File: config.mk
export PLATFORM = sky130hd
export DESIGN_NAME = csa_stream_accum
export DESIGN_NICKNAME = d
export VERILOG_FILES = /design/src/rtl/csa_stream_pkg.sv /design/src/rtl/csa_3to2_row.sv /design/src/rtl/csa_stream_accum.sv
export SDC_FILE = /design/constraint.sdc
export NUM_CORES = 1
export LEC_CHECK = 0
export CELL_PAD_IN_SITES_DETAIL_PLACEMENT = 1
export CELL_PAD_IN_SITES_GLOBAL_PLACEMENT = 1
export CORE_ASPECT_RATIO = 0.75
export CORE_MARGIN = 3
export CORE_UTILIZATION = 54
export DETAILED_ROUTE_END_ITERATION = 6
export DONT_BUFFER_PORTS = 1
export HOLD_SLACK_MARGIN = 0.02
export PLACE_DENSITY_LB_ADDON = 0.1
export SYNTH_ARGS = -nofsm -noshare
export SYNTH_HDL_FRONTEND = slang
export SYNTH_SLANG_ARGS = --single-unit
File: constraint.sdc
create_clock -name clk -period 5.6 [get_ports clk]
set_input_delay 1.12 -clock clk [delete_from_list [all_inputs] [get_ports clk]]
set_output_delay 1.12 -clock clk [all_outputs]
set_load 0.05 [all_outputs]
File: src/rtl/csa_stream_pkg.sv
// Shared types and elaboration helpers for the carry-save stream accumulator.
package csa_stream_pkg;

  typedef enum logic [1:0] {
    ACCUM   = 2'd0,
    RESOLVE = 2'd1,
    DONE    = 2'd2
  } state_e;

  // Number of carry-propagate cycles needed to resolve a WIDTH-bit pair.
  function automatic int nchunk(input int width, input int chunk);
    return width / chunk;
  endfunction

  // Legal geometry: at least 2 bits, and the chunks tile the word exactly.
  function automatic bit chunk_ok(input int width, input int chunk);
    return (width >= 2) && (chunk > 0) && ((width % chunk) == 0);
  endfunction

endpackage

File: src/rtl/csa_3to2_row.sv
// One 3:2 compressor row: a per-bit full adder, sum and majority outputs.
// co is left unshifted; the caller aligns it to the next bit position.
module csa_3to2_row #(
  parameter int WIDTH = 32
) (
  input  logic [WIDTH-1:0] a,
  input  logic [WIDTH-1:0] b,
  input  logic [WIDTH-1:0] c,
  output logic [WIDTH-1:0] s,
  output logic [WIDTH-1:0] co
);

  // Independent XOR/majority per bit so each maps to a single full adder.
  for (genvar i = 0; i < WIDTH; i++) begin : g_bit
    assign s[i]  = a[i] ^ b[i] ^ c[i];
    assign co[i] = (a[i] & b[i]) | (a[i] & c[i]) | (b[i] & c[i]);
  end

endmodule

File: src/rtl/csa_stream_accum.sv
// Streaming packet summer: carry-save fold per accepted beat, then a
// chunk-serial carry-propagate resolve, then hold the result until taken.
module csa_stream_accum
  import csa_stream_pkg::*;
#(
  parameter int WIDTH = 32,
  parameter int CHUNK = 8,
  parameter int CNT_W = 8
) (
  input  logic             clk,
  input  logic             rst_n,
  input  logic             in_valid,
  output logic             in_ready,
  input  logic [WIDTH-1:0] in_data,
  input  logic             in_last,
  output logic             out_valid,
  input  logic             out_ready,
  output logic [WIDTH-1:0] out_sum,
  output logic [CNT_W-1:0] out_count
);

  localparam int NCHUNK = nchunk(WIDTH, CHUNK);
  localparam int KW     = (NCHUNK > 1) ? $clog2(NCHUNK) : 1;

  if (!chunk_ok(WIDTH, CHUNK)) begin : g_bad_geometry
    $error("csa_stream_accum: WIDTH must be >= 2 and a multiple of CHUNK");
  end

  state_e           state_q, state_n;
  logic [WIDTH-1:0] sum_q, carry_q, res_q;
  logic [WIDTH-1:0] row_s, row_co;
  logic [CNT_W-1:0] cnt_q;
  logic [KW-1:0]    k_q;
  logic             rc_q;
  logic             accept, last_k;
  logic [CHUNK-1:0] sum_c, carry_c;
  logic [CHUNK:0]   cpa;

  csa_3to2_row #(.WIDTH(WIDTH)) u_row (
    .a  (sum_q),
    .b  (carry_q),
    .c  (in_data),
    .s  (row_s),
    .co (row_co)
  );

  assign accept    = in_valid & in_ready;
  assign last_k    = (k_q == KW'(NCHUNK - 1));
  assign out_sum   = res_q;
  assign out_count = cnt_q;

  // Select the chunk currently being resolved from the carry-save pair.
  always_comb begin
    sum_c   = '0;
    carry_c = '0;
    for (int i = 0; i < NCHUNK; i++) begin
      if (k_q == KW'(i)) begin
        sum_c   = sum_q[i*CHUNK +: CHUNK];
        carry_c = carry_q[i*CHUNK +: CHUNK];
      end
    end
    cpa = {1'b0, sum_c} + {1'b0, carry_c} + {{CHUNK{1'b0}}, rc_q};
  end

  // State register.
  always_ff @(posedge clk or negedge rst_n) begin
    if (!rst_n) state_q <= ACCUM;
    else        state_q <= state_n;
  end

  // Next-state logic.
  always_comb begin
    state_n = state_q;
    case (state_q)
      ACCUM:   if (accept && in_last) state_n = RESOLVE;
      RESOLVE: if (last_k)            state_n = DONE;
      DONE:    if (out_ready)         state_n = ACCUM;
      default:                        state_n = ACCUM;
    endcase
  end

  // Handshake outputs depend on state only, so in_ready never sees in_valid.
  always_comb begin
    in_ready  = (state_q == ACCUM);
    out_valid = (state_q == DONE);
  end

  // Datapath: fold beats, resolve chunk by chunk, clear on result handoff.
  always_ff @(posedge clk or negedge rst_n) begin
    if (!rst_n) begin
      sum_q   <= '0;
      carry_q <= '0;
      res_q   <= '0;
      cnt_q   <= '0;
      k_q     <= '0;
      rc_q    <= 1'b0;
    end else begin
      case (state_q)
        ACCUM: begin
          if (accept) begin
            sum_q   <= row_s;
            carry_q <= {row_co[WIDTH-2:0], 1'b0};
            if (cnt_q != '1) cnt_q <= cnt_q + CNT_W'(1);
            if (in_last) begin
              k_q  <= '0;
              rc_q <= 1'b0;
            end
          end
        end
        RESOLVE: begin
          for (int i = 0; i < NCHUNK; i++) begin
            if (k_q == KW'(i)) res_q[i*CHUNK +: CHUNK] <= cpa[CHUNK-1:0];
          end
          rc_q <= cpa[CHUNK];
          k_q  <= k_q + KW'(1);
        end
        DONE: begin
          if (out_ready) begin
            sum_q   <= '0;
            carry_q <= '0;
            cnt_q   <= '0;
            res_q   <= '0;
          end
        end
        default: ;
      endcase
    end
  end

endmodule

==> qor.yml, run 1 <==
status: "completed"
power_leakage_nw: 2.67
syn_to_final_growth_pct: 5.81
cts_resized: 0
drv_slew: 0
synth_area_mm2: 0.00567
grt_use_total_pct: 26.2
period_share_pct: 71.1
grt_pass1_vias: 4265
skew_ns: 0.00659
clock_latency_ns: 0.35
min_period_ns: 3.98
slowest_delay_ns: 0.84
power_density_mw_per_mm2: 737
cp.required_ns: 5.84
post_cts_buffers: 0
placement.io_buffers: 0
dr.pass1.iters: 4
placementRows: 31
fillers: 1066
die_area_mm2: 0.0118
clock_path_buffers: 2
setup_violations: 0
synthArstFlopShare_pct: 100
initial_core_util_pct: 57.1
path_clk_slew_ns: 0.07
yosysWarnings: 0
cts_tree: "done"
rsz0062_at_grt: "false"
avgSynthCellArea_um2: 11.1
drive_gt1_share_pct: 6.45
synth_edf_count: 0
crit_slowest_cell: "ha_1"
fmax_ghz: 0.251
die_x_um: 124
routed_wl_um: 14400
antenna_found_initial: 0
finalHoldViolations: 0
cts_sinks: 108
yosysUniqueCellTypes: 41
wl_per_cell_um: 23.0
place_congestion: 0.845
cts-root-buf: "clkbuf_16"
crit_path_start_kind: "flip-flop"
fin_hold_ws_ns: 0.456
critPathKind: "flip-flop to flip-flop"
syn-num-nets: 593
crit_arrival_ns: 4.22
drv_cap: 0
multi_input_area_mm2: 0.00273
grt_pass1_wl_um: 23900
synthFlopType: "dfrtp_1"
seq_area_mm2: 0.00270
numCtsBuffers: 9
vias: 4026
drc: 0
synth_cells: 511
endpoint_kind: "flip-flop"
vias_per_cell: 6.41
place_hpwl_um: 10200
final.setup.tns_ns: 0
drtIter0Drc: 272
postRouteAntennaNets: 0
path_cells: "inv_1 > ha_1 > nand3b_1 > a21oi_1 > a21oi_1 > nor2_1 > a21oi_1 > fa_1 > inv_1 > fa_1 > a211oi_2 > o21ai_0 > a211oi_1 > nor3_2 > mux2_2"
nets: 573
antenna_cells: 0
yosysSeqAreaShare_pct: 47.7
maxSlewHeadroom_pct: 20.8
crit_buf_inv: 2
ir_drop_mv: 0.351
hold_class: "input port to asynchronous set/reset pin"
ctsHoldBuffers: 0
core_mm2: 0.00993
critPathMaxFanout: 35
grt_max_degree: 109
grt-ovfl-total: 0
die_h_um: 94.7
ys_ff_latch: 108
cp_common_cell: "a21oi_1"
cp_top_family: "adder cells"
htreeDepth: 3
tightest_slew_ns: 1.19
boundaryPins: 79
## registers in the layout (all words and copies together) (netlist names)
name       flops
carry_q       31
k_q            2
out_count      8
out_sum       32
rc_q           1
state_q        2
sum_q         32
## metrics by stage
step | cell area (µm²) | power [W] | std cells | util, % | setup slack, ns
after global placement | 5670 | 0.00357 | 612 | 57.1 | 1.88
after floorplan | 5670 | 0.00318 | 511 | - | 2.55
after detailed placement | 5670 | 0.00372 | 612 | 57.1 | 1.60
final | 6000 | 0.00442 | 628 | 60.4 | 1.62
after CTS | 6000 | 0.00445 | 628 | 60.4 | 1.60
after global routing | 6000 | 0.00477 | 628 | 60.4 | 1.24
## layout make-up
| cell class | count | share of cell area, % |
|---|---|---|
| Clock buffer | 11 | 4.05 |
| Clock inverter | 5 | 1.38 |
| Inverter | 13 | 0.814 |
| Multi-Input combinational cell | 356 | 45.6 |
| Sequential cell | 108 | 45.1 |
| Tap cell | 132 | 2.75 |
| Timing Repair Buffer | 3 | 0.376 |
## placed cells by master, fill, tap and decap left out, types with 4 or more instances in the layout
cell	instances
a21oi_1	46
a22o_1	61
a32o_1	8
clkbuf_16	9
dfrtp_1	108
fa_1	32
ha_1	13
inv_1	13
mux2_2	5
nand2_1	71
nand3b_1	16
nor2_1	16
o21ai_0	47
o31ai_1	5
or3_1	4
## cells by family (layout without fill, tap and decap cells)
kind of cell	after synthesis	in the layout	share of synthesized area (%)
XOR/XNOR	5	5	0.773
AO/OA/AOI/OAI	177	177	21.5
multiplexers	5	5	0.994
buffers and inverters	47	32	4.31
AND/OR/NAND/NOR	124	124	10.5
flip-flops	108	108	47.7
adder cells (fa/ha/maj)	45	45	14.2
## power breakdown
part,switching (W),internal [W],total (W)
logic,0.00107,0.000756,0.00183
registers,0.000766,0.00113,0.00189
clock network,0.000291,0.000406,0.000697
## synth_stat cells (2+ instances only)
cell | n | area share (%)
fa_1 | 32 | 11
buf_6 | 7 | 1.4
nor2_1 | 16 | 1.1
nand2b_1 | 2 | 0.22
ha_1 | 13 | 2.9
a21oi_1 | 46 | 4.1
xnor2_1 | 3 | 0.46
inv_1 | 13 | 0.86
buf_2 | 6 | 0.53
xor2_1 | 2 | 0.31
dfrtp_1 | 108 | 48
o21ai_0 | 47 | 4.2
a22o_1 | 61 | 9.4
o31ai_1 | 5 | 0.66
nand2_1 | 71 | 4.7
a32o_1 | 8 | 1.4
nor3_2 | 2 | 0.35
nand3_1 | 3 | 0.26
buf_1 | 2 | 0.13
or3_1 | 4 | 0.44
a211oi_1 | 3 | 0.40
buf_4 | 2 | 0.26
or2_2 | 2 | 0.22
mux2_2 | 5 | 0.99
nand3b_1 | 16 | 2.1
clkbuf_1 | 17 | 1.1
## per-layer routing
metal  vias to the layer above  routed length, µm  GRT usage (%)
met5                         -                  0              0
met4                         0                235           6.93
met3                        18               1130           7.63
met2                       131               6480           39.2
met1                      2097               6590           37.9
li1                       1780                  -              -
## worst reg2reg max path, delay by kind of cell, from the launching register on
family / cells / cell delay (ns)
adder cells (fa/ha/maj): 3 / 1.49
AO/OA/AOI/OAI: 6 / 1.15
flip-flops: 1 / 0.41
AND/OR/NAND/NOR: 3 / 0.39
multiplexers: 1 / 0.29
buffers and inverters: 2 / 0.15
## final timing paths
check                      slack, ns  depth (start not counted)             startpoint                      to
max                             1.62                         15     k_q[1]$_DFFE_PN0P_  out_sum[6]$_DFFE_PN0P_
min                             0.46                          0                  rst_n    sum_q[9]$_DFFE_PN0P_
max reg2reg                     1.62                         15     k_q[1]$_DFFE_PN0P_  out_sum[6]$_DFFE_PN0P_
min reg2reg                     0.53                          1  sum_q[31]$_DFFE_PN0P_   sum_q[31]$_DFFE_PN0P_
max in group asynchronous       5.01                          0                  rst_n      k_q[1]$_DFFE_PN0P_
min in group clk                0.53                          1  sum_q[31]$_DFFE_PN0P_   sum_q[31]$_DFFE_PN0P_
(Power assumes the default switching activity.)
==> run 2: changes to the inputs <==
Settings changed: CORE_UTILIZATION 54 to 50.
Clock period 5.6 ns to 3.7 ns, I/O delays scaled along.
==> qor.yml, run 2 (same netlist as run 1, synthesis figures left out) <==
slowest_delay_ns: 0.49
min_period_ns: 3.39
r2r_start: "k_q[0]$_DFFE_PN0P_"
antenna_cells: 0
cts-root-buf: "clkbuf_16"
syn_to_final_growth_pct: 6.71
post-route-util_pct: 56.8
die_h_um: 98.2
grt-ovfl-total: 0
final.setup.tns_ns: 0
drv_cap: 0
status: "completed"
rrSetupSlack_ns: 0.31
rsz0062_at_grt: "false"
crit_slowest_cell: "xnor2_1"
skew_ns: 0.00960
critPathMaxFanout: 28
grt.busiest_layer: "met1"
place_congestion: 0.877
place_hpwl_um: 10300
die_area_mm2: 0.0127
cp_common_cell: "o21ai_0"
final_cells: 639
placementRows: 32
path_cells: "inv_1 > ha_1 > buf_4 > a21oi_1 > a21oi_1 > o21ai_0 > ha_1 > nand2_1 > o21ai_0 > o21ai_0 > xnor2_1 > a32o_1"
dr.pass1.iters: 4
routed_wl_um: 14100
grtUsageMet2_pct: 34.9
fmax_ghz: 0.295
drc: 0
clock_latency_ns: 0.35
grt_pass1_wl_um: 23400
placed_cells: 624
hold_class: "input port to asynchronous set/reset pin"
r2r_cells: 12
drv_slew: 0
layout_commonest_cell: "dfrtp_1"
nets: 581
critPathLaunch: "k_q[0]$_DFFE_PN0P_"
cts_sinks: 108
post_cts_buffers: 0
drtIter0Drc: 204
rr_endpoint: "out_sum[7]$_DFFE_PN0P_"
grt_use_met3_pct: 6.23
endpoint_kind: "flip-flop"
maxSlewHeadroom_pct: 42.8
grt_pass1_vias: 4349
initial_core_util_pct: 53.2
vias: 3972
wl_per_cell_um: 22.1
cts_tree: "done"
grt_use_total_pct: 23.5
grt_max_degree: 109
postRouteAntennaNets: 0
antenna_found_initial: 0
die_x_um: 129
power_density_mw_per_mm2: 1100
ctsHoldBuffers: 0
crit_arrival_ns: 3.66
path_clk_slew_ns: 0.07
boundaryPins: 79
endpoint: "out_sum[7]$_DFFE_PN0P_"
critPathKind: "flip-flop to flip-flop"
core_mm2: 0.0107
clock_path_buffers: 2
tightest_slew_ns: 0.858
placement.io_buffers: 0
setup_violations: 0
power_leakage_nw: 2.70
drive_gt1_share_pct: 8.15
crit_path_start_kind: "flip-flop"
ir_drop_mv: 0.444
cp.required_ns: 3.98
met1_usage_pct: 34.9
vias_per_cell: 6.22
final_cell_mix: "dfrtp_1, nand2_1, a22o_1"
period_share_pct: 91.5
finalHoldViolations: 0
numCtsBuffers: 9
htreeDepth: 3
[run 2: cell types whose count changed in the layout (fill, tap and decap cells not counted)]
cell	previous run	this run
clkinvlp_4	0	1
ha_2	0	1
inv_8	0	1
inv_6	1	0
a21boi_1	0	1
ha_1	13	12
a21boi_0	1	0
buf_12	0	1
buf_4	3	10
nor3b_2	0	1
clkbuf_8	1	0
bufinv_16	2	1
nor3b_1	1	0
[run 2: worst min path at each step]
| stage | startpoint | slack (ns) | end |
|---|---|---|---|
| after floorplan | rst_n | 0.44 | carry_q[10]$_DFFE_PN0P_ |
| after global placement | rst_n | 0.45 | sum_q[5]$_DFFE_PN0P_ |
| after detailed placement | rst_n | 0.45 | sum_q[5]$_DFFE_PN0P_ |
| after CTS | rst_n | 0.07 | sum_q[5]$_DFFE_PN0P_ |
| after global routing | rst_n | 0.06 | sum_q[5]$_DFFE_PN0P_ |
| final | rst_n | 0.08 | sum_q[5]$_DFFE_PN0P_ |
[run 2: through the flow]
step	hold WS [ns]	setup WS, ns	power [W]	area [µm²]
4_1_cts	0.0702	0.263	0.00668	6040
2_1_floorplan	0.444	0.651	0.00481	5670
3_3_place_gp	0.448	0.476	0.00547	5750
6_report	0.0802	0.314	0.00664	6050
3_5_place_dp	0.448	0.321	0.00568	5750
5_1_grt	0.0635	0.0920	0.00719	6050
[run 2: final cells by class]
cell class	count	area, µm²
clock buffer	10	229
clock inverter	5	62.6
fill	1122	4600
inverter	13	48.8
multi-input combinational	356	2740
sequential	108	2700
tap	136	170
timing repair buffer	11	95.1
[run 2: power by group]
group / leakage, nW / total, W / internal (W) / switching [W]
clock network: 0.140 / 0.000965 / 0.000527 / 0.000439
registers: 1.39 / 0.00284 / 0.00170 / 0.00114
logic: 1.17 / 0.00284 / 0.00121 / 0.00163
[run 2: per-layer routing]
layer | part of all wire [%] | wire length (µm)
met1 | 47 | 6600
met2 | 45 | 6380
met3 | 7.2 | 1010
met4 | 0.84 | 118
met5 | 0 | 0
[run 2: timing repair]
item	in CTS	in global routing
gates resized for setup	0	3
setup endpoints to repair	0	5
hold endpoints to repair	0	0
[run 2: critical path: cells and delay by family, from the launching register on]
kind | cells | cell delay (ns)
AO/OA/AOI/OAI | 6 | 1.07
XOR/XNOR | 1 | 0.49
adder cells (fa/ha/maj) | 2 | 0.78
buffers and inverters | 2 | 0.47
flip-flops | 1 | 0.42
AND/OR/NAND/NOR | 1 | 0.07
==> run 3: changes to the inputs <==
Settings changed: CORE_UTILIZATION 50 to 49.
Clock period 3.7 ns to 3.58 ns, I/O delays scaled along.
==> qor.yml, run 3 (same netlist as run 1, synthesis figures left out) <==
pwr-share-seq_pct: 42.6
path_clk_slew_ns: 0.07
vias: 3924
final_area_mm2: 0.00606
layout_commonest_cell: "dfrtp_1"
drc: 0
post-route-util_pct: 54.6
critPathKind: "flip-flop to flip-flop"
initial_core_util_pct: 51.0
setup_violations: 0
rsz0062_at_grt: "false"
drv_slew: 0
power_leakage_nw: 2.70
die_h_um: 99.1
status: "completed"
power_w: 0.00688
nets: 583
wl_per_cell_um: 22.2
clock_path_buffers: 2
final_cell_mix: "dfrtp_1, nand2_1, a22o_1"
grt_use_total_pct: 23.6
cts_resized: 0
pwr-share-comb_pct: 43.9
crit_path_start_kind: "flip-flop"
min_period_ns: 3.31
critPathLaunch: "k_q[1]$_DFFE_PN0P_"
fmax_ghz: 0.302
boundaryPins: 79
syn_to_final_growth_pct: 6.93
grt_pass1_vias: 4098
placement.io_buffers: 0
final.setup.tns_ns: 0
clock_latency_ns: 0.35
crit_arrival_ns: 3.54
antenna_found_initial: 0
postRouteAntennaNets: 0
hold_class: "input port to asynchronous set/reset pin"
critPathMaxFanout: 20
cp.required_ns: 3.81
grt-ovfl-total: 0
cts_sinks: 108
cts-root-buf: "clkbuf_16"
dr.pass1.iters: 4
p_int_w: 0.00354
grt_pass1_wl_um: 23500
htreeDepth: 3
endpoint_kind: "flip-flop"
swShare_pct: 48.6
post_cts_buffers: 0
grt_max_degree: 109
antenna_cells: 0
tightest_slew_ns: 0.928
place_hpwl_um: 10500
drv_cap: 0
skew_ns: 0.00793
cts_tree: "done"
die_x_um: 130
r2r_start: "k_q[1]$_DFFE_PN0P_"
routed_wl_um: 14300
vias_per_cell: 6.07
ctsHoldBuffers: 0
fillers: 1196
placed_cells: 630
power_density_mw_per_mm2: 1140
p_clk_share_pct: 13.5
ir_drop_mv: 0.362
drtIter0Drc: 189
period_share_pct: 92.4
power.switching_w: 0.00334
die_area_mm2: 0.0129
numCtsBuffers: 9
final_cells: 646
placementRows: 33
finalHoldViolations: 0
drive_gt1_share_pct: 8.89
place_area_mm2: 0.00577
maxSlewHeadroom_pct: 38.2
core_mm2: 0.0111
place_congestion: 0.879
[run 3: metal layers]
| layer | track usage (%) | part of all wire, % | vias up |
|---|---|---|---|
| met4 | 5.83 | 1.2 | 0 |
| met1 | 36.2 | 48 | 2010 |
| met5 | 0 | 0 | - |
| li1 | - | - | 1808 |
| met3 | 6.66 | 7.0 | 15 |
| met2 | 33.2 | 44 | 91 |
[run 3: critical path, stage by stage, from the launching register on]
cell      delay, ns
dfrtp_1        0.40
inv_1          0.08
ha_1           0.22
buf_4          0.21
nand2_1        0.08
nor2_1         0.04
a21oi_1        0.14
nor2_1         0.05
a21oi_1        0.17
fa_1           0.21
inv_1          0.05
fa_1           0.44
a211oi_2       0.24
o21ai_0        0.15
a211oi_2       0.31
nor3_4         0.10
mux2_2         0.29
[run 3: cell type report]
cell class	count	area (µm²)	area share, %
multi-input combinational	356	2750	45.4
sequential	108	2700	44.6
clock buffer	11	233	3.84
tap	140	175	2.89
timing repair buffer	13	110	1.82
inverter	13	48.8	0.805
clock inverter	5	36.3	0.599
[run 3: final timing paths]
path | end | slack, ns | cells after the start
max | out_sum[6]$_DFFE_PN0P_ | 0.27 | 16
min | sum_q[7]$_DFFE_PN0P_ | 0.06 | 0
max reg2reg | out_sum[6]$_DFFE_PN0P_ | 0.27 | 16
min reg2reg | sum_q[31]$_DFFE_PN0P_ | 0.49 | 1
max in group asynchronous | out_count[5]$_DFFE_PN0P_ | 3.38 | 0
min in group clk | state_q[1]$_DFFE_PN0P_ | 0.47 | 1
[run 3: power groups by stage]
stage | clock, W | sequential (W) | combinational, W
2_1_floorplan | 0 | 0.00276 | 0.00221
3_3_place_gp | 0 | 0.00293 | 0.00281
3_5_place_dp | 0 | 0.00296 | 0.00296
4_1_cts | 0.000959 | 0.00294 | 0.00300
5_1_grt | 0.00101 | 0.00302 | 0.00344
6_report | 0.000928 | 0.00293 | 0.00302
[run 3: stage by stage]
step | setup WS [ns] | hold WS (ns)
6_report | 0.272 | 0.0607
5_1_grt | 0.00276 | 0.0396
4_1_cts | 0.148 | 0.0460
3_5_place_dp | 0.168 | 0.425
3_3_place_gp | 0.242 | 0.423
2_1_floorplan | 0.531 | 0.420
